<file path="config.mk">
export PLATFORM = sky130hd
export DESIGN_NAME = regfile_wr_arbiter
export DESIGN_NICKNAME = d
export VERILOG_FILES = /design/src/rtl/regfile_wr_arbiter.sv
export SDC_FILE = /design/constraint.sdc
export NUM_CORES = 1
export LEC_CHECK = 0
export CAP_MARGIN = 20
export CORE_UTILIZATION = 43
export DETAILED_ROUTE_END_ITERATION = 10
export GPL_TIMING_DRIVEN = 0
export PLACE_DENSITY_LB_ADDON = 0.1
export SLEW_MARGIN = 15
export SYNTH_ARGS = -nofsm -noshare
export SYNTH_HDL_FRONTEND = slang
export SYNTH_SLANG_ARGS = --single-unit
</file>
<file path="constraint.sdc">
create_clock -name clk -period 3.9 [get_ports clk]
set_input_delay 0.975 -clock clk [delete_from_list [all_inputs] [get_ports clk]]
set_output_delay 0.975 -clock clk [all_outputs]
set_load 0.05 [all_outputs]
</file>
<file path="src/rtl/regfile_wr_arbiter.sv">
// Write-port controller for the register file: round-robin arbitration among
// NUM_REQ valid/ready requesters, plus a sequencer that clears every entry.
module regfile_wr_arbiter #(
   parameter int unsigned   NUM_REQ     = 4,
   parameter int unsigned   AW          = 5,
   parameter int unsigned   DW          = 8,
   parameter logic [DW-1:0] CLEAR_VALUE = '0
) (
   input  logic                  clk,
   input  logic                  rst,
   input  logic [NUM_REQ-1:0]    req_valid,
   input  logic [NUM_REQ*AW-1:0] req_addr,
   input  logic [NUM_REQ*DW-1:0] req_data,
   output logic [NUM_REQ-1:0]    req_ready,
   input  logic                  clr_start,
   output logic                  clr_busy,
   output logic                  clr_done,
   output logic                  rf_we,
   output logic [AW-1:0]         rf_waddr,
   output logic [DW-1:0]         rf_wdata
);

   localparam int unsigned   PW        = (NUM_REQ > 1) ? $clog2(NUM_REQ) : 1;
   localparam logic [AW-1:0] LAST_ADDR = '1;

   typedef enum logic {ARB, CLEAR} state_t;

   state_t        state;
   logic [PW-1:0] ptr;
   logic [AW-1:0] cnt;

   logic [AW-1:0] addr_arr [NUM_REQ];
   logic [DW-1:0] data_arr [NUM_REQ];

   logic          any_grant;
   logic [PW-1:0] win;
   logic [PW:0]   sum;
   logic [PW-1:0] idx;

   for (genvar i = 0; i < NUM_REQ; i++) begin : g_unpack
      assign addr_arr[i] = req_addr[i*AW +: AW];
      assign data_arr[i] = req_data[i*DW +: DW];
   end

   // Rotating search starting at ptr; first valid requester wins.
   always_comb begin
      req_ready = '0;
      any_grant = 1'b0;
      win       = '0;
      sum       = '0;
      idx       = '0;
      for (int unsigned k = 0; k < NUM_REQ; k++) begin
         sum = {1'b0, ptr} + (PW+1)'(k);
         if (sum >= (PW+1)'(NUM_REQ)) begin
            sum = sum - (PW+1)'(NUM_REQ);
         end
         idx = sum[PW-1:0];
         if (!any_grant && req_valid[idx]) begin
            any_grant = 1'b1;
            win       = idx;
         end
      end
      if (rst || state != ARB || clr_start) begin
         any_grant = 1'b0;
      end
      if (any_grant) begin
         req_ready[win] = 1'b1;
      end
   end

   always_ff @(posedge clk) begin
      if (rst) begin
         state    <= ARB;
         ptr      <= '0;
         cnt      <= '0;
         rf_we    <= 1'b0;
         rf_waddr <= '0;
         rf_wdata <= '0;
         clr_busy <= 1'b0;
         clr_done <= 1'b0;
      end else begin
         clr_done <= 1'b0;
         case (state)
            ARB: begin
               if (clr_start) begin
                  state    <= CLEAR;
                  cnt      <= '0;
                  clr_busy <= 1'b1;
                  rf_we    <= 1'b1;
                  rf_waddr <= '0;
                  rf_wdata <= CLEAR_VALUE;
               end else if (any_grant) begin
                  rf_we    <= 1'b1;
                  rf_waddr <= addr_arr[win];
                  rf_wdata <= data_arr[win];
                  ptr      <= (win == PW'(NUM_REQ-1)) ? '0 : win + 1'b1;
               end else begin
                  rf_we    <= 1'b0;
               end
            end
            CLEAR: begin
               // Stop after the last address is written; no wrap-around write.
               if (cnt == LAST_ADDR) begin
                  state    <= ARB;
                  rf_we    <= 1'b0;
                  clr_busy <= 1'b0;
                  clr_done <= 1'b1;
               end else begin
                  cnt      <= cnt + 1'b1;
                  rf_waddr <= cnt + 1'b1;
                  rf_we    <= 1'b1;
                  rf_wdata <= CLEAR_VALUE;
               end
            end
            default: state <= ARB;
         endcase
      end
   end

endmodule

</file>
* Yosys cells after proc, flatten, opt, wreduce, memory -nomap -nowiden
Cells that the tools add are included.
** Word-level totals
- Bits in registers :: 24
- Input port bits :: 59
- Output and inout bits :: 20
- Logic and storage cells :: 102
** Operators by class
- Add/subtract/negate cells :: 9
- $lt $le $gt $ge :: 11
- Equality and inequality tests :: 6
- Mux-type cells :: 51
- Bitwise gates (word level) :: 3
- Reduce and logical (&&, ||, !) cells :: 14
** Operators with widths (count)
- 8-bit two-way mux :: 5
- 5-bit two-way mux :: 6
- 5-bit case mux with 2 select lines :: 2
- 2-bit two-way mux :: 9
- 1-bit two-way mux :: 17
- 8-bit binary-select mux with 2-bit select :: 1
- 8-bit case mux with 2 select lines :: 1
- 2-bit by 3-bit < comparator with 1-bit output, second input constant :: 5
- 3-bit >= comparator, second input constant :: 4
- 5-bit binary-select mux with 2-bit select :: 1
- 1-bit binary-select mux with 2-bit select :: 4
- 2-bit by 1-bit subtractor with 2-bit output, second input constant :: 4
- 2-bit by 2-bit adder with 3-bit output, second input constant :: 2
- 1-bit case mux with 2 select lines :: 3
- 2-bit AND reduction :: 3
- 5-bit by 1-bit adder with 5-bit output, second input constant :: 1
- 5-bit == test, second input constant :: 1
- 1-bit logical AND :: 4
- 4-bit two-way mux :: 1
- 2-bit != test, second input constant :: 2
- 2-bit by 1-bit adder with 3-bit output, second input constant :: 1
- 2-bit by 3-bit >= comparator with 1-bit output, second input constant :: 1
- 1-bit zero test :: 3
- 3-bit != test, second input constant :: 1
- other kinds (10) :: 12

* Longest topological paths before layout
- Depth in word-level cells :: 21
- Gate-level depth with buffers :: 9
- Depth with buffers taken out :: 8

* Worst setup path after synthesis
No wires, ideal clock.
- Kind :: input to output
- Start :: in rst
- End :: out req_ready[0]
- Arrival :: 2.373 ns
- Data required time :: 2.925 ns
- Slack :: 0.552 ns
- Stages :: 4
- Buffers on the path :: 2
- Cell sequence :: clkbuf_1 > nor4_1 > clkbuf_1 > and2_1
** Between the ends
- Longest elaborated chain between the ends :: 4
** Ends and longest elaborated chain
- from (decl) :: line 10 : input logic rst,
- 1-bit logical OR (2 in a row) :: line 63 : if (rst || state != ARB || clr_start) begin
- 1-bit two-way mux :: line 63
- 4-bit two-way mux :: line 66 : if (any_grant) begin
- to (decl) :: line 14 : output logic [NUM_REQ-1:0] req_ready,
No other way between the ends.

* Final worst setup path
- Start :: in req_valid[0]
- End :: out req_ready[0]
** Between the ends
- Longest elaborated chain between the ends :: 17
- Elaborated cells on any way between the ends :: 29
- Classes of those cells :: order compare (2); mux (20); reduce/logical (7)
** Ends and longest elaborated chain
- from (decl) :: line 11 : input logic [NUM_REQ-1:0] req_valid,
- 1-bit binary-select mux with 2-bit select :: line 58 : if (!any_grant && req_valid[idx]) begin
- 1-bit two-way mux (implied by the code) :: line 58
- 1-bit two-way mux :: line 58
- 1-bit zero test :: line 58
- 1-bit logical AND :: line 58
- 1-bit two-way mux :: line 58
- 1-bit zero test :: line 58
- 1-bit logical AND :: line 58
- 1-bit two-way mux :: line 58
- 1-bit zero test :: line 58
- 1-bit logical AND :: line 58
- 2-bit two-way mux :: line 58
- 2-bit by 3-bit < comparator with 1-bit output (implied by the code) or 2-bit by 1-bit >= comparator with 1-bit output (tied branches) :: line 67 : req_ready[win] = 1'b1;
- 1-bit logical AND (implied by the code) :: line 67
- 1-bit two-way mux (implied by the code) :: line 67
- 1-bit demux with 2-bit select :: line 67
- 4-bit two-way mux (*) :: line 66
Mark *: on every way between the ends. The rest lies on a longest branch, timed or not. The select of a mux whose other input is x is not followed.

==> reports/qor.csv <==
stage,metric,value,unit
finish,stdcell_area,2490,um^2
placed_design,place.port_buffers,77,
finish,layout.nets,328,
critical_path,critPathRequiredTime,2920,ps
critical_path,endpoint_kind,output pin,
routing,routed_wl,4421,um
yosys,synth_edf_count,0,
critical_path,cp-start-kind,input pin,
placed_design,numPlacedInstances,301,
pwr,total_power,703.6,uW
floorplanning,start_util,45.97,%
yosys,seq_area_frac_synth,30.60,%
placed_design,hpwlAfterDp,3338,um
timing,period_share,94.48,%
routing,drt-pass1-iter-count,4,
global_route,grt_first_pass_wirelength,7369,um
yosys,ys.warnings.count,0,
yosys,syn_avg_cell_area,8.822,um^2
finish,area_growth_syn_to_layout,58.57,%
hold_path,min_path_type,register to register,
yosys,ys_ff_latch,24,
finish,instances_no_fill,308,
hold_path,holdPathStages,1,
global_route,first_global_vias,1551,
finish,antennaDiodeCount,0,
flow_run,max-cap-violations,0,
routing,vias,1601,
critical_path,cp_cell_sequence,dlygate4sd2_1 -> a21oi_2 -> o21ai_2 -> o2bb2a_4 -> buf_6 -> buf_6 -> inv_1 -> ha_1 -> and2_1 -> buf_2,
timing,slew_headroom,59.61,%
critical_path,cp_slowest_cell,dlygate4sd2_1,
clock_network,root_buffer,clkbuf_4,
clock_network,htree_levels,1,
timing,setup_viol,0,
floorplanning,die-area,3898,um^2
clock_network,cts_sinks,24,
floorplanning,rows,21,
clock_network,holdBufCountCts,0,
clock_network,clkTransAtPathRegs,120,ps
timing,layout_min_cycle_time,3685,ps
critical_path,worstPathArrival,2710,ps
clock_network,insertion_delay,330,ps
status,status,"complete, no violations",
floorplanning,coreArea,3416,um^2
yosys,async_reset_ff_share,0,%
timing,maxSlewViolCount,0,
finish,utilization,72.89,%
yosys,netlist_area,1570,um^2
routing,detail-route-antenna-nets,0,
global_route,grtUsageTotal,23.32,%
clock_network,clock_path_buffers,2,
placed_design,dpl_worst_slack,-878.9,ps
finish,drive_above_1_share,10.69,%
routing,viasPerCell,5.198,
timing,worst_pin_slew,602.5,ps
routing,wl_per_cell,14.35,um
placed_design,placedInstanceArea,2399,um^2
pwr,irDropWorstVdd,0.3187,mV
timing,max_freq,271.4,MHz
pwr,power_leakage,0.9951,nW
critical_path,reg2reg_depth,8,
clock_network,cts_tree,done,
global_route,antenna_found_initial,0,
critical_path,crit_path_max_fanout,11,
routing,drc,0,
critical_path,cpMostUsedCell,buf_6,
timing,hold_ws,481.3,ps
yosys,synthCells,178,
critical_path,path_class,input pin to output pin,
placed_design,gp_congestion,0.9098,
timing,finClkSkew,14.95,ps
clock_network,cts_buffers,3,
pwr,cellPowerDensity,282.6,nW/um^2
floorplanning,die_w,62.43,um
floorplanning,die_h,62.43,um
routing,drt_iter0_markers,66,
floorplanning,ios,79,
yosys,syn-num-nets,243,
timing,fin_ws,215.2,ps
critical_path,slowest_delay,340,ps
timing,report.final.hold_viol_count,0,
global_route,gr-total-overflow,0,
global_route,grt_max_degree,14,
yosys,post_synth_num_cell_types,41,
yosys,synth_ff_type,dfxtp_1,
timing,rsz0062_at_grt,no,
timing,setup_tns,0,ps
critical_path,r2r_setup_slack,1820,ps
[cells by family after synthesis]
| logic type | share of synthesized area [%] |
|---|---|
| buffers and inverters | 5.497 |
| adders and majority gates | 4.781 |
| and+or+nand+nor | 19.12 |
| AOI/OAI and AO/OA | 20.40 |
| xor gates and xnor gates | 1.116 |
| DFF | 30.60 |
| muxes | 18.49 |
[timing repair]
| action | 4_1_cts | 5_1_grt |
|---|---|---|
| gates resized for setup | 20 | 14 |
| gates cloned | 0 | 0 |
| buffers inserted | 3 | 0 |
| setup endpoints to repair | 4 | 4 |
[state kept, by name (all words and copies together) (netlist names)]
signal,count
clr_done,1
rf_wdata,8
cnt,5
rf_we,1
rf_waddr,5
ptr,2
clr_busy,1
state,1
[placed cells by master (no fill, tap or decap), types with 3 or more instances in the layout]
| cell type | synthesis | final |
|---|---|---|
| a211oi_1 | 3 | 3 |
| a21oi_1 | 10 | 9 |
| a32o_1 | 8 | 8 |
| and2_1 | 5 | 5 |
| buf_4 | 0 | 3 |
| buf_6 | 2 | 3 |
| clkbuf_1 | 4 | 3 |
| clkbuf_4 | 0 | 5 |
| clkdlybuf4s50_1 | 0 | 69 |
| dfxtp_1 | 24 | 24 |
| dlymetal6s2s_1 | 0 | 3 |
| ha_1 | 6 | 6 |
| inv_1 | 3 | 3 |
| mux2i_1 | 29 | 29 |
| nand2_1 | 24 | 24 |
| nand2b_1 | 3 | 3 |
| nor2_1 | 16 | 16 |
| o21ai_0 | 4 | 4 |
| o221a_1 | 3 | 3 |
[final timing paths]
path,startpoint,end
min,rf_wdata[7]$_SDFFE_PP0P_,rf_wdata[7]$_SDFFE_PP0P_
max,req_valid[0],req_ready[0]
max reg2reg,cnt[0]$_SDFFE_PP0P_,rf_waddr[1]$_SDFFE_PP0P_
min reg2reg,rf_wdata[7]$_SDFFE_PP0P_,rf_wdata[7]$_SDFFE_PP0P_
[worst max-delay path, delay by kind of cell]
kind	cells	cell delay (ps)
AOI/OAI and AO/OA	3	440
adders and majority gates	1	170
buffers and inverters	5	980
and+or+nand+nor	1	120
[synth_stat cells, drive strengths merged (3+ instances only)]
library cell	count	area, um^2
a211oi	4	35.03
a21oi	11	58.81
a32o	8	80.08
and2	5	31.28
buf	5	51.29
clkbuf	4	15.01
dfxtp	24	480.5
ha	6	75.07
inv	4	15.01
mux2i	29	290.3
nand2	24	90.09
nand2b	3	18.77
nor2	16	60.06
nor3	5	40.04
o21ai	7	38.79
o221a	3	33.78
[where the power goes]
part / switching [mW] / internal [mW]
clock: 0.0774 / 0.0571
sequential: 0.0125 / 0.261
combinational: 0.150 / 0.146
[area by class of cell]
cell class              instances  area (um^2)
plain buffers                   9        73.82
clock buffers                   4        36.28
fillers                       300        925.9
inverters                       5        20.02
multi-input cells             140         1037
flip-flops and latches         24        480.5
well taps                      46        57.56
repair buffers                 80        784.5
[per-layer routing]
metal,vias up,global-route usage (%),part of all wire (%),wire length [um]
met5,-,0,0,0
met4,0,1.744,0.38,17
met3,2,5.292,5.3,233
met2,44,39.40,47,2061
met1,737,31.38,48,2109
li1,818,-,-,-
Note: power is estimated with default switching activity, not from simulation.
